$ cat config.mk
export PLATFORM = sky130hd
export DESIGN_NAME = bcd2_sevenseg_scan
export DESIGN_NICKNAME = d
export VERILOG_FILES = /design/src/rtl/bcd2_sevenseg_scan.sv
export SDC_FILE = /design/constraint.sdc
export NUM_CORES = 1
export LEC_CHECK = 0
export BUFFER_PORTS_ARGS = -buffer_cell sky130_fd_sc_hd__clkbuf_2
export CELL_PAD_IN_SITES_DETAIL_PLACEMENT = 1
export CELL_PAD_IN_SITES_GLOBAL_PLACEMENT = 1
export CORE_ASPECT_RATIO = 1.25
export CORE_MARGIN = 2
export CORE_UTILIZATION = 38
export DETAILED_ROUTE_END_ITERATION = 8
export PLACE_DENSITY = 0.65
export SYNTH_ARGS = -nofsm -noshare
export SYNTH_HDL_FRONTEND = slang
export SYNTH_SLANG_ARGS = --single-unit
$ cat constraint.sdc
create_clock -name CLK -period 3.1 [get_ports CLK]
set_input_delay 0.465 -clock CLK [delete_from_list [all_inputs] [get_ports CLK]]
set_output_delay 0.465 -clock CLK [all_outputs]
set_load 0.005 [all_outputs]
$ cat src/rtl/bcd2_sevenseg_scan.sv
// Two-digit multiplexed 7-segment driver for a common-anode display.
// Inputs are snapshotted once per scan frame; the tens DP blinks while CO is held.
module bcd2_sevenseg_scan #(
    parameter int unsigned REFRESH_DIV  = 100000,
    parameter int unsigned BLINK_FRAMES = 250
) (
    input  logic       CLK,
    input  logic       CLR,
    input  logic [3:0] Q1,
    input  logic [3:0] Q2,
    input  logic       CO,
    input  logic       BLANK_LZ,
    output logic [6:0] SEG,
    output logic       DP,
    output logic [3:0] AN
);

    localparam int unsigned CntW = (REFRESH_DIV > 1) ? $clog2(REFRESH_DIV) : 1;
    localparam int unsigned BlkW = (BLINK_FRAMES > 1) ? $clog2(BLINK_FRAMES) : 1;
    localparam logic [CntW-1:0] CntMax = CntW'(REFRESH_DIV - 1);
    localparam logic [BlkW-1:0] BlkMax = BlkW'(BLINK_FRAMES - 1);

    typedef enum logic {
        StOnes = 1'b0,
        StTens = 1'b1
    } sel_e;

    sel_e            sel_q, sel_d;
    logic [CntW-1:0] cnt_q, cnt_d;
    logic [3:0]      s1_q, s1_d;
    logic [3:0]      s2_q, s2_d;
    logic            sco_q, sco_d;
    logic [BlkW-1:0] blk_q, blk_d;
    logic            dpst_q, dpst_d;
    logic [3:0]      an_q, an_d;
    logic [6:0]      seg_q, seg_d;
    logic            dp_q, dp_d;
    logic            tick;
    logic            frame_start;

    // Active-low {g,f,e,d,c,b,a}; non-BCD codes show a dash.
    function automatic logic [6:0] dec(input logic [3:0] v);
        logic [6:0] p;
        case (v)
            4'd0:    p = 7'b1000000;
            4'd1:    p = 7'b1111001;
            4'd2:    p = 7'b0100100;
            4'd3:    p = 7'b0110000;
            4'd4:    p = 7'b0011001;
            4'd5:    p = 7'b0010010;
            4'd6:    p = 7'b0000010;
            4'd7:    p = 7'b1111000;
            4'd8:    p = 7'b0000000;
            4'd9:    p = 7'b0010000;
            default: p = 7'b0111111;
        endcase
        return p;
    endfunction

    always_ff @(posedge CLK or negedge CLR) begin
        if (!CLR) begin
            sel_q  <= StOnes;
            cnt_q  <= '0;
            s1_q   <= 4'd0;
            s2_q   <= 4'd0;
            sco_q  <= 1'b0;
            blk_q  <= '0;
            dpst_q <= 1'b0;
            an_q   <= 4'b1110;
            seg_q  <= 7'b1000000;
            dp_q   <= 1'b1;
        end else begin
            sel_q  <= sel_d;
            cnt_q  <= cnt_d;
            s1_q   <= s1_d;
            s2_q   <= s2_d;
            sco_q  <= sco_d;
            blk_q  <= blk_d;
            dpst_q <= dpst_d;
            an_q   <= an_d;
            seg_q  <= seg_d;
            dp_q   <= dp_d;
        end
    end

    always_comb begin
        tick        = (cnt_q == CntMax);
        frame_start = tick && (sel_q == StTens);
        cnt_d       = tick ? '0 : cnt_q + CntW'(1);
        sel_d       = sel_q;
        s1_d        = s1_q;
        s2_d        = s2_q;
        sco_d       = sco_q;
        blk_d       = blk_q;
        dpst_d      = dpst_q;
        if (tick) begin
            sel_d = (sel_q == StOnes) ? StTens : StOnes;
        end
        if (frame_start) begin
            s1_d  = Q1;
            s2_d  = Q2;
            sco_d = CO;
            if (!CO) begin
                dpst_d = 1'b0;
                blk_d  = '0;
            end else if (!sco_q) begin
                // Fresh CO capture starts with the DP lit.
                dpst_d = 1'b1;
                blk_d  = '0;
            end else if (blk_q == BlkMax) begin
                dpst_d = ~dpst_q;
                blk_d  = '0;
            end else begin
                blk_d = blk_q + BlkW'(1);
            end
        end
    end

    // Outputs follow the new slot; the ones slot uses the snapshot taken on the same edge.
    always_comb begin
        an_d  = an_q;
        seg_d = seg_q;
        dp_d  = dp_q;
        if (tick) begin
            if (sel_d == StOnes) begin
                an_d  = 4'b1110;
                seg_d = dec(s1_d);
                dp_d  = 1'b1;
            end else begin
                an_d  = (BLANK_LZ && (s2_q == 4'd0)) ? 4'b1111 : 4'b1101;
                seg_d = dec(s2_q);
                dp_d  = ~dpst_q;
            end
        end
    end

    assign AN  = an_q;
    assign SEG = seg_q;
    assign DP  = dp_q;

endmodule

==> reports/metrics.yaml, run 1 <==
outcome:
  outcome: "finished clean"
worst_setup_path:
  crit_buf_inv: 1
  critPathLaunchType: "flip-flop"
  worstPathArrival_ns: 3.09
  worstRegToRegCells: 10
  cp_cell_sequence: "ha_1, and4_1, nand2_4, nor2_8, ha_1, buf_4, mux2i_2, mux2_2, a21oi_1, a2bb2oi_1"
  critical_path.max_stage_delay_ns: 0.41
  crit_required_ns: 3.28
  critPathCaptureType: "flip-flop"
  crit_top_cell: "ha_1"
  cp_slowest_cell: "dfrtp_1"
  crit_type: "flip-flop to flip-flop"
  crit_path_max_fanout: 16
  path_depth: 10
  cp_top_family: "multiplexers"
global_route:
  grt_pass1_vias: 1988
  antenna_found_initial: 0
  grt_overflow: 0
  grt_pass1_wl_um: 9811
  grt_use_total: 0.1686
  grt_max_degree: 35
finish:
  seqCellArea_um2: 1155
  areaGrowthSynthToFinish_pct: 12.52
  layout.nets: 299
  layout-drive-gt1-share: 0.2418
  final_common_cell: "dfrtp_1"
  final_cell_mix: "dfrtp_1, clkbuf_2, nand2_1, nor2_1, ha_1"
  multi_input_area_um2: 1363
  nFillCells: 775
  num_antenna_cells: 0
route:
  drt_pre_antenna_iters: 4
  wl_met2_um: 2923
  routed-wl-met3_um: 131
  route.detailed.drc: 0
  dr.first_iter.drc_count: 94
  wl_met1_um: 2638
  avgViaCountPerCell: 5.242
  top_layer: "met4"
  wl_per_cell_um: 16.04
  via_count: 1887
  routed_wl_um: 5775
  ant_nets: 0
cts:
  post_cts_buffers: 0
  cts_inserted_buffers: 5
  htree_levels: 2
  insertion_delay_ns: 0.30
  cts_hold_buffers: 0
  clock-sinks: 46
  cts_resized: 0
  clk_pin_slew_ns: 0.09
  cts_root_buffer: "clkbuf_8"
  clockBufferDepth: 2
  cts_tree: "built"
floorplanning:
  fp.coreArea_um2: 6606
  start_util: 0.3934
  die_w_um: 77.97
  fp.dieH_um: 96.46
  die_area_um2: 7521
  rows: 33
  ioPinCount: 24
synthesis:
  syn_avg_cell_area_um2: 10.56
  synthCells: 246
  synth-async-reset-ratio: 1.000
  synth-seq-area-share: 0.4444
  ys_seq_elements: 46
  yosysUniqueCellTypes: 60
  yosys.area.top_type_share: 0.4141
  synth.area.top_cells: "dfrtp_1, ha_1, mux2_2"
  yosysTopAreaCell: "dfrtp_1"
  yosysWarningCount: 0
  synth_ff_type: "dfrtp_1"
  netlist_area_um2: 2599
  synth_edf_count: 0
timing:
  fin_crit_sh: 0.9368
  tightest_slew_ns: 0.8928
  setup_viol: 0
  finClkSkew_ns: 0.005282
  slew_violations: 0
  fmax_mhz: 344.4
  hold_violations: 0
  rsz0062_at_grt: "no"
  slew_headroom: 0.4048
  min_period_ns: 2.904
  setup_tns_ns: 0
pwr:
  p_leak_nw: 1.349
  power_density_nw_per_um2: 367.4
  finalPower_w: 0.001074
  ir_drop_mv: 0.1583
placed_design:
  gp_congestion: 0.7608
  hpwlAfterDp_um: 4396
  numPortBuffers: 21
run:
  max_cap_violations: 0
hold_path:
  min_path_type: "input pin to asynchronous set/reset pin"
## report_power, final
| part | internal [W] | switching [W] | total, W |
|---|---|---|---|
| sequential | 0.000600 | 0 | 0.000600 |
| clock | 0.000241 | 0.000209 | 0.000450 |
| combinational | 0.00000726 | 0.0000179 | 0.0000252 |
| total | 0.000848 | 0.000227 | 0.00107 |
## kinds of logic (layout without fill, tap and decap cells)
logic type / count (synthesis) / count (layout) / share of synthesized area
AOI/OAI and AO/OA: 45 / 45 / 0.1305
and+or+nand+nor: 88 / 88 / 0.1931
xor gates and xnor gates: 17 / 17 / 0.05729
DFF: 46 / 46 / 0.4444
adders and majority gates: 15 / 15 / 0.07222
muxes: 15 / 15 / 0.06548
other: 1 / 2 / 0.001443
buffers and inverters: 19 / 45 / 0.03563
## layout make-up
type / count / area share
multi-input cells: 182 / 0.4660
flip-flops and latches: 46 / 0.3950
repair buffers: 27 / 0.05135
well taps: 87 / 0.03723
clock buffers: 6 / 0.02482
clock inverters: 2 / 0.01284
inverters: 10 / 0.01284
## Yosys cell counts (2+ instances only)
cell type   n
dfrtp_1    43
nand2_1    19
nor2_1     19
ha_1       15
xnor2_1    11
inv_1      10
a21oi_1     9
mux2_2      9
nand3_1     9
o21ai_0     8
nand2b_1    6
nand4_1     6
xor2_1      6
nor3_1      5
a2bb2oi_1   4
mux2i_1     4
nor2b_1     4
buf_4       3
clkbuf_1    3
dfstp_2     3
o31ai_1     3
or2_2       3
a211oi_1    2
a31oi_1     2
and4bb_2    2
buf_2       2
o211ai_1    2
o41ai_1     2
## state kept, by name, indices dropped and copies added, names as in the netlist
name / cells
SEG: 7
s1_q: 4
sel_q: 1
AN: 2
blk_q: 8
DP: 1
s2_q: 4
dpst_q: 1
cnt_q: 17
sco_q: 1
## worst paths after layout
| kind | from | end | slack, ns |
|---|---|---|---|
| worst max-delay path | cnt_q[0] | SEG[0] | 0.20 |
| worst min-delay path | CLR | cnt_q[14] | 0.27 |
| worst max register to register | cnt_q[0] | SEG[0] | 0.20 |
| worst min register to register | cnt_q[8] | cnt_q[8] | 0.51 |
| max in group asynchronous | CLR | dpst_q | 2.18 |
| min in group CLK | Q2[0] | s2_q[0] | 0.37 |
## routing by layer
metal / vias up / GRT usage
met5: - / 0
met4: 0 / 0.05702
met3: 8 / 0.03439
met2: 17 / 0.3010
met1: 940 / 0.2039
li1: 922 / -
## per-stage QoR
step,cells,cell area (µm²),hold slack (ns),utilization,setup slack (ns)
global route,360,2924,0.3263,0.4426,0.04547
detailed placement,352,2814,0.4908,0.4259,0.2435
global placement,352,2814,0.4668,0.4259,0.2822
floorplan,247,2613,0.1694,-,0.003017
CTS,360,2924,0.3067,0.4426,0.1849
finish,360,2924,0.2721,0.4426,0.1960
## worst register-to-register path: stages (launching register included)
cell and delay, ns:
dfrtp_1 0.41, ha_1 0.24, and4_1 0.27, nand2_4 0.13, nor2_8 0.13, ha_1 0.30, buf_4 0.27, mux2i_2 0.39
mux2_2 0.39, a21oi_1 0.19, a2bb2oi_1 0.08
No activity file was read; power rests on OpenSTA's default activity.
==> run 2, diff against run 1 <==
Settings changed: CORE_UTILIZATION 38 to 42, PLACE_DENSITY 0.65 to 0.71.
Clock period 3.1 ns to 2.4 ns, I/O delays scaled along.
==> reports/metrics.yaml, run 2 (synthesis gave the netlist of run 1 again) <==
floorplanning:
  fp.coreArea_um2: 6086  # -7.9%
  rows: 32  # -3.0%
  die_w_um: 74.36  # -4.6%
  start_util: 0.4270  # +0.03364
  ioPinCount: 24  # unchanged
  fp.dieH_um: 91.95  # -4.7%
  die_area_um2: 6837  # -9.1%
timing:
  slew_violations: 0  # unchanged
  slew_headroom: 0.6649  # +0.2601
  min_period_ns: 2.467  # -0.4365 ns
  fin_crit_sh: 1.028  # +0.09133
  rsz0062_at_grt: "yes"
  tightest_slew_ns: 0.5019  # -0.3909 ns
  fin_ws_ns: -0.06742  # -0.2635 ns
  setup_viol: 6  # +6
  finClkSkew_ns: 0.009080  # +0.003797 ns
  hold_violations: 0  # unchanged
  fmax_mhz: 405.3  # +18%
route:
  routed_wl_um: 6489  # +12%
  route.detailed.drc: 0  # unchanged
  dr.first_iter.drc_count: 69  # -27%
  drt_pre_antenna_iters: 4  # unchanged
  wl_per_cell_um: 16.85  # +5.1%
  avgViaCountPerCell: 5.286  # +0.84%
  ant_nets: 0  # unchanged
  via_count: 2035  # +7.8%
worst_setup_path:
  crit_required_ns: 2.59  # -0.69 ns
  crit_type: "flip-flop to flip-flop"
  worstReg2RegEnd: "SEG[1]"
  timing.rr.start: "cnt_q[0]"
  worstRegToRegCells: 10  # unchanged
  critPathCaptureType: "flip-flop"
  worstPathArrival_ns: 2.66  # -0.43 ns
  critPathLaunchType: "flip-flop"
  crit_path_max_fanout: 4  # -12
  worst-r2r-setup-slack_ns: -0.07  # -0.26 ns
cts:
  clock-sinks: 46  # unchanged
  cts_root_buffer: "clkbuf_8"
  clk_pin_slew_ns: 0.09  # about the same
  insertion_delay_ns: 0.30  # about the same
  htree_levels: 2  # unchanged
  cts_tree: "built"
  cts_inserted_buffers: 5  # unchanged
  cts_hold_buffers: 0  # unchanged
  clockBufferDepth: 2  # unchanged
finish:
  nFillCells: 701  # -9.5%
  top_register: "cnt_q"
  final_common_cell: "dfrtp_1"
  largest_register_ffs: 17  # unchanged
  fin_util: 0.5397  # +0.09707
  layout.nets: 326  # +9.0%
  final_cell_mix: "dfrtp_1, buf_4, clkbuf_2"
  design_area_um2: 3284  # +12%
  num_antenna_cells: 0  # unchanged
  layout-drive-gt1-share: 0.3733  # +0.1316
  areaGrowthSynthToFinish_pct: 26.38
global_route:
  grt_use_total: 0.2101  # +0.04153
  grt_pass1_wl_um: 10930  # +11%
  grt_pass1_vias: 2304  # +16%
  antenna_found_initial: 0  # unchanged
  grt_overflow: 0  # unchanged
  grt_max_degree: 47  # +34%
hold_path:
  min_path_type: "input pin to asynchronous set/reset pin"
pwr:
  power_density_nw_per_um2: 427.8  # +16%
  p_leak_nw: 1.496  # +11%
  ir_drop_mv: 0.2182  # +38%
outcome:
  violations: "setup timing"
  outcome: "finished, violations left"
placed_design:
  hpwlAfterDp_um: 4541  # +3.3%
  placed_cell_area_um2: 2984  # +6.0%
  gp_congestion: 0.7833  # +3.0%
  numPortBuffers: 21  # unchanged
run:
  max_cap_violations: 0  # unchanged
[run 2: changes by cell type in the layout (fill, tap and decap cells not counted), sizes merged]
cell / previous run / this run
clkbuf: 27 / 26
buf: 6 / 33
clkinv: 0 / 1
inv: 10 / 11
clkinvlp: 1 / 0
[run 2: metal layers]
metal | wire [µm] | track usage
met1 | 2645 | 0.2422
met2 | 3573 | 0.3869
met4 | 162 | 0.07292
met5 | 0 | 0
met3 | 107 | 0.02747
[run 2: worst max-delay path by stage]
stage | slack (ns) | endpoint | from | depth (start not counted)
6_report | -0.07 | SEG[1] | cnt_q[0] | 10
5_1_grt | -0.18 | SEG[4] | cnt_q[1] | 11
4_1_cts | -0.04 | SEG[1] | cnt_q[1] | 10
3_5_place_dp | -0.06 | SEG[1] | cnt_q[11] | 9
3_3_place_gp | -0.03 | SEG[4] | cnt_q[11] | 10
2_1_floorplan | -0.44 | SEG[1] | cnt_q[0] | 13
[run 2: critical path, cell delays in order, from the launching register on]
cell and delay, ns:
dfrtp_1 0.38, ha_2 0.19, and4_4 0.23, nand2_4 0.07, nor2_8 0.10, ha_4 0.19, mux2i_4 0.33, ha_4 0.25
nor2b_4 0.12, o31a_1 0.24, mux2_4 0.25
[run 2: through the flow]
step / hold slack [ns] / cells / worst slack [ns] / total power (W) / setup TNS (ns)
floorplan: 0.06441 / 247 / -0.4369 / 0.0007943 / -2.179
global placement: 0.3709 / 366 / -0.03002 / 0.0008252 / -0.03002
detailed placement: 0.3698 / 366 / -0.05712 / 0.0008251 / -0.1621
CTS: 0.03162 / 381 / -0.04451 / 0.001430 / -0.1117
global route: 0.04656 / 385 / -0.1792 / 0.001455 / -1.075
finish: 0.02932 / 385 / -0.06742 / 0.001405 / -0.1554
[run 2: cell type report]
cell class | instances | area, µm² | share of cell area
Tap cell | 85 | 106.4 | 0.03238
Timing Repair Buffer | 54 | 372.9 | 0.1135
Sequential cell | 46 | 1155 | 0.3516
Multi-Input combinational cell | 182 | 1500 | 0.4568
Clock inverter | 3 | 43.79 | 0.01333
Clock buffer | 5 | 68.82 | 0.02095
Inverter | 10 | 37.54 | 0.01143
[run 2: what timing repair did]
item	4_1_cts	5_1_grt
setup endpoints to repair	6	8
pin swaps	9	4
gates resized for setup	9	13
buffers inserted	7	4
[run 2: power breakdown]
group / total, W / internal (W) / switching, W
combinational: 0.0000341 / 0.0000109 / 0.0000232
sequential: 0.000775 / 0.000775 / 0
clock: 0.000597 / 0.000313 / 0.000284
==> run 3, diff against run 2 <==
Settings changed: CELL_PAD_IN_SITES_DETAIL_PLACEMENT 1 to unset, CELL_PAD_IN_SITES_GLOBAL_PLACEMENT 1 to unset, CORE_UTILIZATION 42 to 53.
==> reports/metrics.yaml, run 3 (synthesis gave the netlist of run 1 again) <==
timing:
  tightest_slew_ns: 0.7984  # +0.2966 ns
  hold_violations: 0  # unchanged
  fin_ws_ns: -0.05562  # +0.01180 ns
  rsz0062_at_grt: "yes"
  setup_viol: 3  # -3
  min_period_ns: 2.456  # -0.01180 ns
  finClkSkew_ns: 0.007270  # -0.001810 ns
  fin_crit_sh: 1.023  # -0.004917
  slew_violations: 0  # unchanged
  slew_headroom: 0.4677  # -0.1972
  fmax_mhz: 407.2  # +0.48%
cts:
  clockBufferDepth: 2  # unchanged
  clock-sinks: 46  # unchanged
  cts_tree: "built"
  cts_inserted_buffers: 5  # unchanged
  cts_root_buffer: "clkbuf_8"
  insertion_delay_ns: 0.30  # about the same
  htree_levels: 2  # unchanged
  clk_pin_slew_ns: 0.09  # about the same
finish:
  final_cell_count_no_fill: 368  # -4.4%
  final_common_cell: "dfrtp_1"
  layout.nets: 334  # +2.5%
  areaGrowthSynthToFinish_pct: 26.91
  top_register: "cnt_q"
  num_antenna_cells: 0  # unchanged
  design_area_um2: 3298  # +0.42%
  layout-drive-gt1-share: 0.3766  # +0.003290
  largest_register_ffs: 17  # unchanged
  final_cell_mix: "dfrtp_1, buf_4, clkbuf_2"
route:
  wl_per_cell_um: 16.08  # -4.6%
  drt_pre_antenna_iters: 4  # unchanged
  ant_nets: 0  # unchanged
  dr.first_iter.drc_count: 83  # +20%
  avgViaCountPerCell: 5.630  # +6.5%
  route.detailed.drc: 0  # unchanged
  via_count: 2072  # +1.8%
  routed_wl_um: 5919  # -8.8%
global_route:
  grt_max_degree: 31  # -34%
  grt_use_total: 0.2279  # +0.01775
  top_usage_layer: "met2"
  grtUsageMet1: 0.2823  # +0.04009
  grtUsageMet2: 0.4050  # +0.01810
  grt.met3_usage: 0.04201  # +0.01453
  grt_overflow: 0  # unchanged
  grt_pass1_wl_um: 9287  # -15%
  grt_pass1_vias: 1940  # -16%
  antenna_found_initial: 0  # unchanged
pwr:
  power_frac_seq: 0.509  # -0.042
  p_clk_frac: 0.469  # +0.044
  finalPower_w: 0.001522  # +8.3%
  p_sw_w: 0.0002935  # -4.5%
  p_leak_nw: 1.545  # +3.2%
  switching_share: 0.1929  # -0.02577
  combinationalPowerShare: 0.022  # -0.002
  ir_drop_mv: 0.2833  # +30%
  p_int_w: 0.001228  # +12%
  power_density_nw_per_um2: 461.4  # +7.8%
floorplanning:
  rows: 28  # -13%
  die_w_um: 66.63  # -10%
  ioPinCount: 24  # unchanged
  start_util: 0.5495  # +0.1225
  die_area_um2: 5483  # -20%
  fp.coreArea_um2: 4730  # -22%
  fp.dieH_um: 82.29  # -11%
run:
  max_cap_violations: 0  # unchanged
worst_setup_path:
  worst-r2r-setup-slack_ns: -0.06  # about the same
  crit_top_cell: "ha_4"
  worstReg2RegEnd: "SEG[1]"
  cp_slowest_cell: "dfrtp_1"
  cp_top_family: "adder cells"
  worstPathArrival_ns: 2.64  # -0.02 ns
  crit_buf_inv: 0  # unchanged
  critical_path.max_stage_delay_ns: 0.36  # -0.02 ns
  timing.rr.start: "cnt_q[0]"
  crit_required_ns: 2.59  # about the same
  crit_type: "flip-flop to flip-flop"
  cp_cell_sequence: "ha_2, and4_4, nand2_4, nor2_8, ha_4, mux2i_4, ha_4, nor2b_4, o31a_1, mux2_4"
  worstRegToRegCells: 10  # unchanged
  crit_path_max_fanout: 4  # unchanged
  critPathLaunchType: "flip-flop"
  path_depth: 10  # unchanged
  critPathCaptureType: "flip-flop"
placed_design:
  hpwlAfterDp_um: 4174  # -8.1%
  place_inst: 346  # -5.5%
  numPortBuffers: 21  # unchanged
  placed_cell_area_um2: 2978  # -0.21%
  gp_congestion: 0.8668  # +11%
outcome:
  violations: "setup timing"
  outcome: "finished, violations left"
hold_path:
  min_path_type: "input pin to asynchronous set/reset pin"
-- run 3: cell type report --
| type | instances | area, µm² |
|---|---|---|
| tap | 60 | 75.07 |
| clock inverter | 2 | 60.06 |
| inverter | 10 | 37.54 |
| multi-input combinational | 182 | 1468 |
| clock buffer | 6 | 82.58 |
| fill | 349 | 1431 |
| timing repair buffer | 62 | 420.4 |
| sequential | 46 | 1155 |
-- run 3: worst max-delay path by stage --
| stage | to | slack [ns] | from |
|---|---|---|---|
| global route | SEG[1] | -0.16 | cnt_q[0] |
| detailed placement | SEG[4] | -0.05 | cnt_q[14] |
| global placement | SEG[1] | 0.008 | cnt_q[5] |
| floorplan | SEG[1] | -0.44 | cnt_q[0] |
| CTS | SEG[1] | -0.04 | cnt_q[0] |
| finish | SEG[1] | -0.06 | cnt_q[0] |
-- run 3: per-stage QoR --
stage	util	hold WS [ns]	setup WS [ns]	setup TNS (ns)
floorplan	-	0.06441	-0.4369	-2.179
detailed placement	0.6296	0.4766	-0.05254	-0.09757
global route	0.6974	0.1814	-0.1575	-0.6855
finish	0.6974	0.1337	-0.05562	-0.1146
CTS	0.6725	0.1470	-0.03600	-0.06494
global placement	0.6296	0.4797	0.007659	0
-- run 3: timing repair --
item / CTS / global route
hold buffers: 0 / 0
pin swaps: 7 / 8
gates resized for setup: 5 / 13
buffers inserted: 6 / 8
endpoints found under the setup margin: 5 / 6
-- run 3: routing by layer --
metal | part of all wire | vias to the layer above
li1 | - | 995
met5 | 0 | -
met4 | 0.011 | 0
met1 | 0.43 | 1026
met3 | 0.032 | 8
met2 | 0.53 | 43
-- run 3: power by group through the flow --
stage	registers (W)	clock network, W	logic, W
floorplan	0.000790	0	0.00000433
global placement	0.000790	0	0.0000342
detailed placement	0.000790	0	0.0000345
CTS	0.000775	0.000729	0.0000344
global route	0.000775	0.000757	0.0000390
finish	0.000775	0.000713	0.0000341
